## config.mk

```make
export PLATFORM = sky130hd
export DESIGN_NAME = pll_spi_cfg
export DESIGN_NICKNAME = d
export VERILOG_FILES = /design/src/rtl/pll_spi_cfg.sv
export SDC_FILE = /design/constraint.sdc
export NUM_CORES = 1
export LEC_CHECK = 0
export CORE_AREA = 2 2 184 186
export CTS_BUF_LIST = sky130_fd_sc_hd__clkbuf_16
export DETAILED_ROUTE_END_ITERATION = 16
export DIE_AREA = 0 0 186 188
export PLACE_DENSITY = 0.72
export RECOVER_POWER = 25
export SKIP_LAST_GASP = 1
export SYNTH_ARGS = -nofsm -noshare
export SYNTH_HDL_FRONTEND = slang
export SYNTH_SLANG_ARGS = --single-unit
```

## constraint.sdc

```tcl
create_clock -name clk -period 2.8 [get_ports clk]
set_input_delay 0.56 -clock clk [delete_from_list [all_inputs] [get_ports clk]]
set_output_delay 0.56 -clock clk [all_outputs]
set_load 0.01 [all_outputs]
```

## src/rtl/pll_spi_cfg.sv

```systemverilog
// Runtime-reconfigurable serial programmer for ADF4158/ADF4159-class PLLs: shadow register file,
// dirty-register flush (MSB first, highest index first) with LE framing. Optional PLL_LOCK_WAIT_EN.
module pll_spi_cfg #(
  parameter int unsigned NUM_REGS     = 10,
  parameter int unsigned REG_W        = 32,
  parameter int unsigned CLK_DIV      = 2,
  parameter int unsigned LE_HOLD      = 2,
  parameter int unsigned LOCK_TIMEOUT = 4096
) (
  input  logic                        clk,
  input  logic                        rst_n,
  input  logic                        wr_en,
  input  logic [$clog2(NUM_REGS)-1:0] wr_addr,
  input  logic [REG_W-1:0]            wr_data,
  input  logic                        start,
  input  logic                        start_all,
  output logic                        busy,
  output logic                        done,
  output logic                        lock_err,
  output logic                        ce,
  output logic                        le,
  output logic                        sclk,
  output logic                        sdata,
  input  logic                        muxout,
  output logic                        lock
);

  localparam int unsigned ADDR_W  = $clog2(NUM_REGS);
  localparam int unsigned PH_MAX  = 2 * CLK_DIV - 1;
  localparam int unsigned PH_W    = (PH_MAX > 0) ? $clog2(PH_MAX + 1) : 1;
  localparam int unsigned BIT_W   = (REG_W > 1) ? $clog2(REG_W) : 1;
  localparam int unsigned CNT_MAX = (LOCK_TIMEOUT > LE_HOLD) ? LOCK_TIMEOUT : LE_HOLD;
  localparam int unsigned CNT_W   = $clog2(CNT_MAX + 1);

  localparam logic [2:0] S_IDLE  = 3'd0;
  localparam logic [2:0] S_SCAN  = 3'd1;
  localparam logic [2:0] S_LOAD  = 3'd2;
  localparam logic [2:0] S_SHIFT = 3'd3;
  localparam logic [2:0] S_LATCH = 3'd4;
  localparam logic [2:0] S_DONE  = 3'd5;
`ifdef PLL_LOCK_WAIT_EN
  localparam logic [2:0] S_WAIT_LOCK = 3'd6;
`endif

  logic [2:0]        state, state_d;
  logic [ADDR_W-1:0] cur_idx, cur_d;
  logic              scan_all, scan_all_d;
  logic [PH_W-1:0]   ph, ph_d;
  logic [BIT_W-1:0]  bit_cnt, bit_d;
  logic [CNT_W-1:0]  cnt, cnt_d;
  logic [REG_W-1:0]  shreg, shreg_d;
  logic              busy_d, done_d, le_d, sclk_d, sdata_d;
  logic              set_all, clr_dirty;
  logic              found, more, wr_ok;
  logic [ADDR_W-1:0] sel;
  logic              sync1;
  logic [NUM_REGS-1:0] dirty;
  logic [REG_W-1:0]  shadow [NUM_REGS];
`ifdef PLL_LOCK_WAIT_EN
  logic              lock_err_d;
`endif

  assign wr_ok = wr_en && (32'(wr_addr) < NUM_REGS);

  // Next-state, counters and next registered pin values
  always_comb begin
    state_d    = state;
    cur_d      = cur_idx;
    scan_all_d = scan_all;
    ph_d       = ph;
    bit_d      = bit_cnt;
    cnt_d      = cnt;
    shreg_d    = shreg;
    set_all    = 1'b0;
    clr_dirty  = 1'b0;
    found      = 1'b0;
    sel        = '0;
`ifdef PLL_LOCK_WAIT_EN
    lock_err_d = lock_err;
`endif
    // Highest dirty index below the last one sent (or any, on the first scan)
    for (int unsigned i = 0; i < NUM_REGS; i++) begin
      if (dirty[i] && (scan_all || (ADDR_W'(i) < cur_idx))) begin
        found = 1'b1;
        sel   = ADDR_W'(i);
      end
    end
    // Lookahead so the last word goes straight to completion; includes a same-cycle write
    more = found || (wr_ok && (wr_addr < cur_idx));

    case (state)
      S_IDLE: begin
        if (ce && (start || start_all)) begin
          state_d    = S_SCAN;
          scan_all_d = 1'b1;
          set_all    = start_all;
`ifdef PLL_LOCK_WAIT_EN
          lock_err_d = 1'b0;
`endif
        end
      end
      S_SCAN: begin
        scan_all_d = 1'b0;
        if (found) begin
          cur_d   = sel;
          state_d = S_LOAD;
        end else begin
          state_d = S_DONE;
        end
      end
      S_LOAD: begin
        shreg_d   = shadow[cur_idx];
        clr_dirty = 1'b1;
        ph_d      = '0;
        bit_d     = '0;
        state_d   = S_SHIFT;
      end
      S_SHIFT: begin
        if (ph == PH_W'(PH_MAX)) begin
          ph_d = '0;
          if (bit_cnt == BIT_W'(REG_W - 1)) begin
            cnt_d   = '0;
            state_d = S_LATCH;
          end else begin
            bit_d   = bit_cnt + 1'b1;
            shreg_d = {shreg[REG_W-2:0], 1'b0};
          end
        end else begin
          ph_d = ph + 1'b1;
        end
      end
      S_LATCH: begin
        if (cnt == CNT_W'(LE_HOLD - 1)) begin
          if (more) begin
            state_d = S_SCAN;
          end else begin
`ifdef PLL_LOCK_WAIT_EN
            cnt_d   = '0;
            state_d = S_WAIT_LOCK;
`else
            state_d = S_DONE;
`endif
          end
        end else begin
          cnt_d = cnt + 1'b1;
        end
      end
`ifdef PLL_LOCK_WAIT_EN
      S_WAIT_LOCK: begin
        if (lock) begin
          lock_err_d = 1'b0;
          state_d    = S_DONE;
        end else if (cnt == CNT_W'(LOCK_TIMEOUT - 1)) begin
          lock_err_d = 1'b1;
          state_d    = S_DONE;
        end else begin
          cnt_d = cnt + 1'b1;
        end
      end
`endif
      S_DONE:  state_d = S_IDLE;
      default: state_d = S_IDLE;
    endcase

    busy_d  = (state_d != S_IDLE) && (state_d != S_DONE);
    done_d  = (state_d == S_DONE);
    le_d    = (state_d != S_SHIFT);
    sclk_d  = (state_d == S_SHIFT) && (ph_d >= PH_W'(CLK_DIV));
    sdata_d = (state_d == S_SHIFT) && shreg_d[REG_W-1];
  end

  // FSM state and registered device pins
  always_ff @(posedge clk or negedge rst_n) begin
    if (!rst_n) begin
      state    <= S_IDLE;
      cur_idx  <= '0;
      scan_all <= 1'b0;
      ph       <= '0;
      bit_cnt  <= '0;
      cnt      <= '0;
      shreg    <= '0;
      busy     <= 1'b0;
      done     <= 1'b0;
      ce       <= 1'b0;
      le       <= 1'b1;
      sclk     <= 1'b0;
      sdata    <= 1'b0;
    end else begin
      state    <= state_d;
      cur_idx  <= cur_d;
      scan_all <= scan_all_d;
      ph       <= ph_d;
      bit_cnt  <= bit_d;
      cnt      <= cnt_d;
      shreg    <= shreg_d;
      busy     <= busy_d;
      done     <= done_d;
      ce       <= 1'b1;
      le       <= le_d;
      sclk     <= sclk_d;
      sdata    <= sdata_d;
    end
  end

  // Shadow file; a host write re-marks dirty even in the cycle the word is snapshotted
  always_ff @(posedge clk or negedge rst_n) begin
    if (!rst_n) begin
      for (int unsigned i = 0; i < NUM_REGS; i++) shadow[i] <= '0;
      dirty <= '1;
    end else begin
      if (set_all) dirty <= '1;
      if (clr_dirty) dirty[cur_idx] <= 1'b0;
      if (wr_ok) begin
        shadow[wr_addr] <= wr_data;
        dirty[wr_addr]  <= 1'b1;
      end
    end
  end

  // Two-flop synchroniser for the asynchronous MUXOUT
  always_ff @(posedge clk or negedge rst_n) begin
    if (!rst_n) begin
      sync1 <= 1'b0;
      lock  <= 1'b0;
    end else begin
      sync1 <= muxout;
      lock  <= sync1;
    end
  end

`ifdef PLL_LOCK_WAIT_EN
  always_ff @(posedge clk or negedge rst_n) begin
    if (!rst_n) lock_err <= 1'b0;
    else        lock_err <= lock_err_d;
  end
`else
  assign lock_err = 1'b0;
`endif

endmodule

```

# Yosys cells after proc, flatten, opt, wreduce, memory -nomap -nowiden

Cells that the tools add are included.

Output and inout bits: 8
Bits in registers: 398
Input port bits: 42

Equality and inequality tests: 16
$lt $le $gt $ge: 20
Multiplexer cells: 56
Add/sub/neg operators: 3
Bitwise gates (word level): 5
Reductions and logical operators: 40

Operators by type and width:

| operator                | count |
|---|---|
| $bwmux W320             | 1 |
| $mux W32                | 5 |
| $bmux W32 S4            | 1 |
| $demux W32 S4           | 1 |
| $pmux W32 S2            | 1 |
| $mux W13                | 3 |
| $mux W4                 | 8 |
| $mux W10                | 3 |
| $pmux W13 S2            | 1 |
| $logic_and A1 B1 Y1     | 19 |
| $mux W3                 | 6 |
| $mux W1                 | 17 |
| $lt A3 B4 Y1 const A    | 4 |
| $pmux W3 S5             | 1 |
| $add A13 B1 Y13 const B | 1 |
| $eq A13 B1 Y1 const B   | 1 |
| $logic_or A1 B1 Y1      | 12 |
| $and A10 B10 Y10        | 1 |
| $ge A5 B5 Y1 const B    | 2 |
| $lt A4 B5 Y1 const B    | 2 |
| $mux W5                 | 2 |
| $ne A2 B2 Y1 const B    | 5 |
| $not A10 Y10            | 1 |
| $not A4 Y5              | 2 |
| other kinds (29)        | 40 |

# Longest topological paths before layout

Depth after elaboration: 19
Depth in mapped cells: 9

# Worst setup path after synthesis

No wires, ideal clock.

Path kind: register -> register
Start point: register bit_cnt[0]
End point: register shreg[21]
Cell stages (with the launch flop): 9
Path buffers: 1
Data required time: 2.668 ns
Arrival: 1.892 ns
Path slack: 0.776 ns
Cell sequence: dfrtp_1 -> ha_1 -> and3_1 -> ha_1 -> nor3b_2 -> nor2_1 -> clkbuf_1 -> a22oi_1 -> o21ai_1

Longest elaborated chain between the ends: 3

RTL lines:

| element                     | line | RTL |
|---|---|---|
| start, declared             | 49   | `logic [BIT_W-1:0] bit_cnt, bit_d;` |
| start signal, assigned      | 193  | `bit_cnt <= bit_d;` |
| $eq A5 B5 Y1                | 121  | `if (bit_cnt == BIT_W'(REG_W - 1)) begin` |
| $ne A2 B2 Y1 (no line)      | -    |  |
| $reduce_and A3 Y1 (no line) | -    |  |
| end signal, assigned        | 195  | `shreg <= shreg_d;` |
| end, declared               | 51   | `logic [REG_W-1:0] shreg, shreg_d;` |

No other way between the ends.
A chain may end at the register's enable or synchronous reset.

# Final worst setup path

Start point: register cur_idx[2]
End point: register shreg[1]

Longest elaborated chain between the ends: 5

RTL lines:

| element                                     | line | RTL |
|---|---|---|
| start, declared                             | 46   | `logic [ADDR_W-1:0] cur_idx, cur_d;` |
| start signal, assigned                      | 190  | `cur_idx <= cur_d;` |
| $not A4 Y5 (not written as such)            | 112  | `shreg_d = shadow[cur_idx];` |
| $bmux W32 S4                                | 112  |  |
| $mux W32 (not written as such) (2 in a row) | 112  |  |
| $pmux W32 S2                                | 91   | `case (state)` |

No other way between the ends. The select of a mux whose other input is x is not followed.

==> qor.yml <==
synthesis:
  synthFlopType: "dfrtp_1"
  synth_area_sq_mm: 0.0180
  synth-seq-area-share_pct: 55.4
  async_flop_share_pct: 100
  synth_top_cell_by_area: "dfrtp_1"
  synth.distinct_cells: 65
  avgSynthCellArea_sq_um: 13.8
  synth-edff-count: 0
  synth_top_area_share_pct: 53.8
  synth.area.top_cells: "dfrtp_1 (54%), mux2_1 (15%), mux4_2 (8.0%), mux2_2 (5.3%), nand2_1 (2.6%)"
  syn_nets: 1353
  ys_warn_count: 0
  syn_inst: 1303
  ys_seq_elements: 398
sta:
  drv_slew: 65
  finalSetupViolCount: 0
  post-route-period-util_pct: 81.7
  finalHoldViolations: 0
  max_freq_mhz: 437
  finalSetupTns_ps: 0
  relSlewSlack_pct: -30.9
  worstMarginPinSlew_ps: 1960
  period_minus_slack_ps: 2290
  skew_ps: 11.8
  hold_ws_ps: 354
  rsz0062_at_grt: "no"
  finalWorstSetupSlack_ps: 511
drt:
  drt_iter0_drc: 897
  via_per_inst: 6.02
  num_vias: 10787
  ant_nets: 0
  wl_per_cell_microns: 20.9
  routed_wl_microns: 37500
  firstDrtPassIters: 8
  drc: 0
layout:
  drive_above_1_share_pct: 20.3
  final_nets: 1366
  layout.cells.most_common: "dfrtp_1"
  area_growth_pct: 12.8
  insertedDiodeCount: 0
  mostFrequentLayoutCells: "dfrtp_1 (384), mux2_1 (236), nand2_1 (122), mux2_2 (85), mux4_2 (64)"
worst_setup_path:
  critical_path.max_fanout: 20
  regToRegSetupSlack_ps: 510
  reg2reg_depth: 6
  critPathLaunchType: "flop"
  required_ps: 3200
  crit_type: "reg -> reg"
  endpoint_kind: "flop"
  r2r_start: "cur_idx[2]$_DFFE_PN0P_"
  r2r_end: "shreg[1]$_DFFE_PN0P_"
  worstPathArrival_ps: 2690
grt:
  antenna_found_initial: 1
  grt_usage_pct: 22.6
  grt_pass1_vias: 11193
  grt_pass1_wl_microns: 62100
  gr-total-overflow: 0
  grt_max_degree: 70
placement:
  io_buffers: 48
  hpwl_microns: 22100
  pre_cts_slack_ps: 270
  gp_congestion: 0.798
worst_hold_path:
  holdCritPathClass: "reg -> reg"
  hold_end: "lock$_DFF_PN0_"
  hold_depth: 0
  min_from: "sync1$_DFF_PN0_"
floorplanning:
  start_util_pct: 54.4
  ios: 50
  die_h_microns: 188
  rows: 67
  die_w_microns: 186
  dieArea_sq_mm: 0.0350
  core-area_sq_mm: 0.0331
clock_network:
  post-cts-setup-buffers: 0
  post_cts_resized: 0
  htreeDepth: 2
  holdBufCountCts: 0
  cts_root_buf: "clkbuf_16"
  cts_tree: "yes"
  clockBufferDepth: 3
  clock_latency_ps: 530
  clk_pin_slew_ps: 60
  numCtsBuffers: 43
  cts.sinks: 398
pwr:
  power_density_mw_per_mm2: 933
  switching_share_pct: 31.3
  p_comb_share_pct: 30.4
  p_seq_share_pct: 43.2
  leakage_nw: 8.90
  p_switching_mw: 5.92
  peakVddDrop_mv: 0.706
  power.total_mw: 18.9
  p_clk_share_pct: 26.4
  internal_power_mw: 13.0
run:
  max_cap_violations: 1
status:
  violations: "max-capacitance violations, max-slew violations"
  outcome: "complete, but fails checks"
## metrics by stage
step           instance area [sq um]  cells  util [%]
2_1_floorplan                  18000   1303         -
4_1_cts                        20300   1791      61.3
3_3_place_gp                   19100   1719      57.6
3_5_place_dp                   19100   1719      57.6
6_report                       20300   1791      61.3
5_1_grt                        20300   1791      61.3
## cell usage after synthesis, drive strengths merged (3+ instances only)
master,n
mux4,64
nor4b,3
nand2,126
nand3,8
dfrtp,387
o21a,3
nand3b,3
or3,3
nor4,3
xor2,7
nand2b,9
nor2b,4
dfstp,11
a21o,4
clkbuf,35
mux2,321
mux2i,3
buf,83
xnor2,6
o32ai,3
inv,8
ha,8
nor2,26
and3,7
a21oi,9
a222oi,31
o21ai,42
a22oi,31
o22ai,9
nand4,7
nor3b,3
and2,8
## routing by layer
layer  track usage (%)  wire length (microns)
met3              2.99                   1470
met1              34.4                  17800
met2              35.1                  17700
met4              4.51                    502
met5                 0                     17
## cell type report
| cell class | count | area, sq um |
|---|---|---|
| clock buffer | 43 | 1080 |
| clock inverter | 29 | 143 |
| fill | 2503 | 12800 |
| inverter | 8 | 30.0 |
| multi-input combinational | 779 | 7520 |
| sequential | 398 | 9980 |
| tap | 448 | 561 |
| timing repair buffer | 86 | 986 |
## worst max path at each step
| stage | to | slack (ps) | depth (start not counted) | start |
|---|---|---|---|---|
| final | shreg[1]$_DFFE_PN0P_ | 510 | 6 | cur_idx[2]$_DFFE_PN0P_ |
| after global routing | shreg[5]$_DFFE_PN0P_ | 360 | 6 | cur_idx[2]$_DFFE_PN0P_ |
| after CTS | done$_DFF_PN0_ | 520 | 7 | cur_idx[2]$_DFFE_PN0P_ |
| after detailed placement | shadow[318]$_DFFE_PN0P_ | 270 | 5 | wr_addr[0] |
| after global placement | shadow[304]$_DFFE_PN0P_ | 340 | 5 | wr_addr[0] |
| after floorplan | shreg[21]$_DFFE_PN0P_ | 780 | 8 | bit_cnt[0]$_DFFE_PN0P_ |
## kinds of logic (layout without fill, tap and decap cells)
| logic type | count (synthesis) | after routing | synth area share, % |
|---|---|---|---|
| adder cells (fa/ha/maj) | 8 | 8 | 0.556 |
| multiplexers | 388 | 388 | 28.3 |
| XOR/XNOR | 13 | 13 | 0.633 |
| buffers and inverters | 126 | 166 | 3.07 |
| other | 2 | 2 | 0.0417 |
| flip-flops | 398 | 398 | 55.4 |
| AO/OA/AOI/OAI | 152 | 152 | 6.35 |
| AND/OR/NAND/NOR | 216 | 216 | 5.69 |
## sequential cells by signal, indices dropped and copies added (netlist names), 2 cells and up
signal	flops
cur_idx	4
ph	2
dirty	10
bit_cnt	5
shreg	32
cnt	13
shadow	320
state	3
## worst max-delay path, stage by stage (launching register included)
cell      delay, ps
dfrtp_2         690
inv_2           330
nand2_1         260
nor3_4           60
buf_4           240
a222oi_1        460
o21ai_1         100
## power by group through the flow
stage               Sequential (mW)  Clock [mW]  Combinational, mW
detailed placement             8.26           0               5.80
global route                   8.36        5.35               6.36
global placement               8.18           0               5.66
finish                         8.19        5.00               5.75
floorplan                      7.81           0               4.55
CTS                            8.17        5.11               5.83
Note: power is estimated with default switching activity, not from simulation.
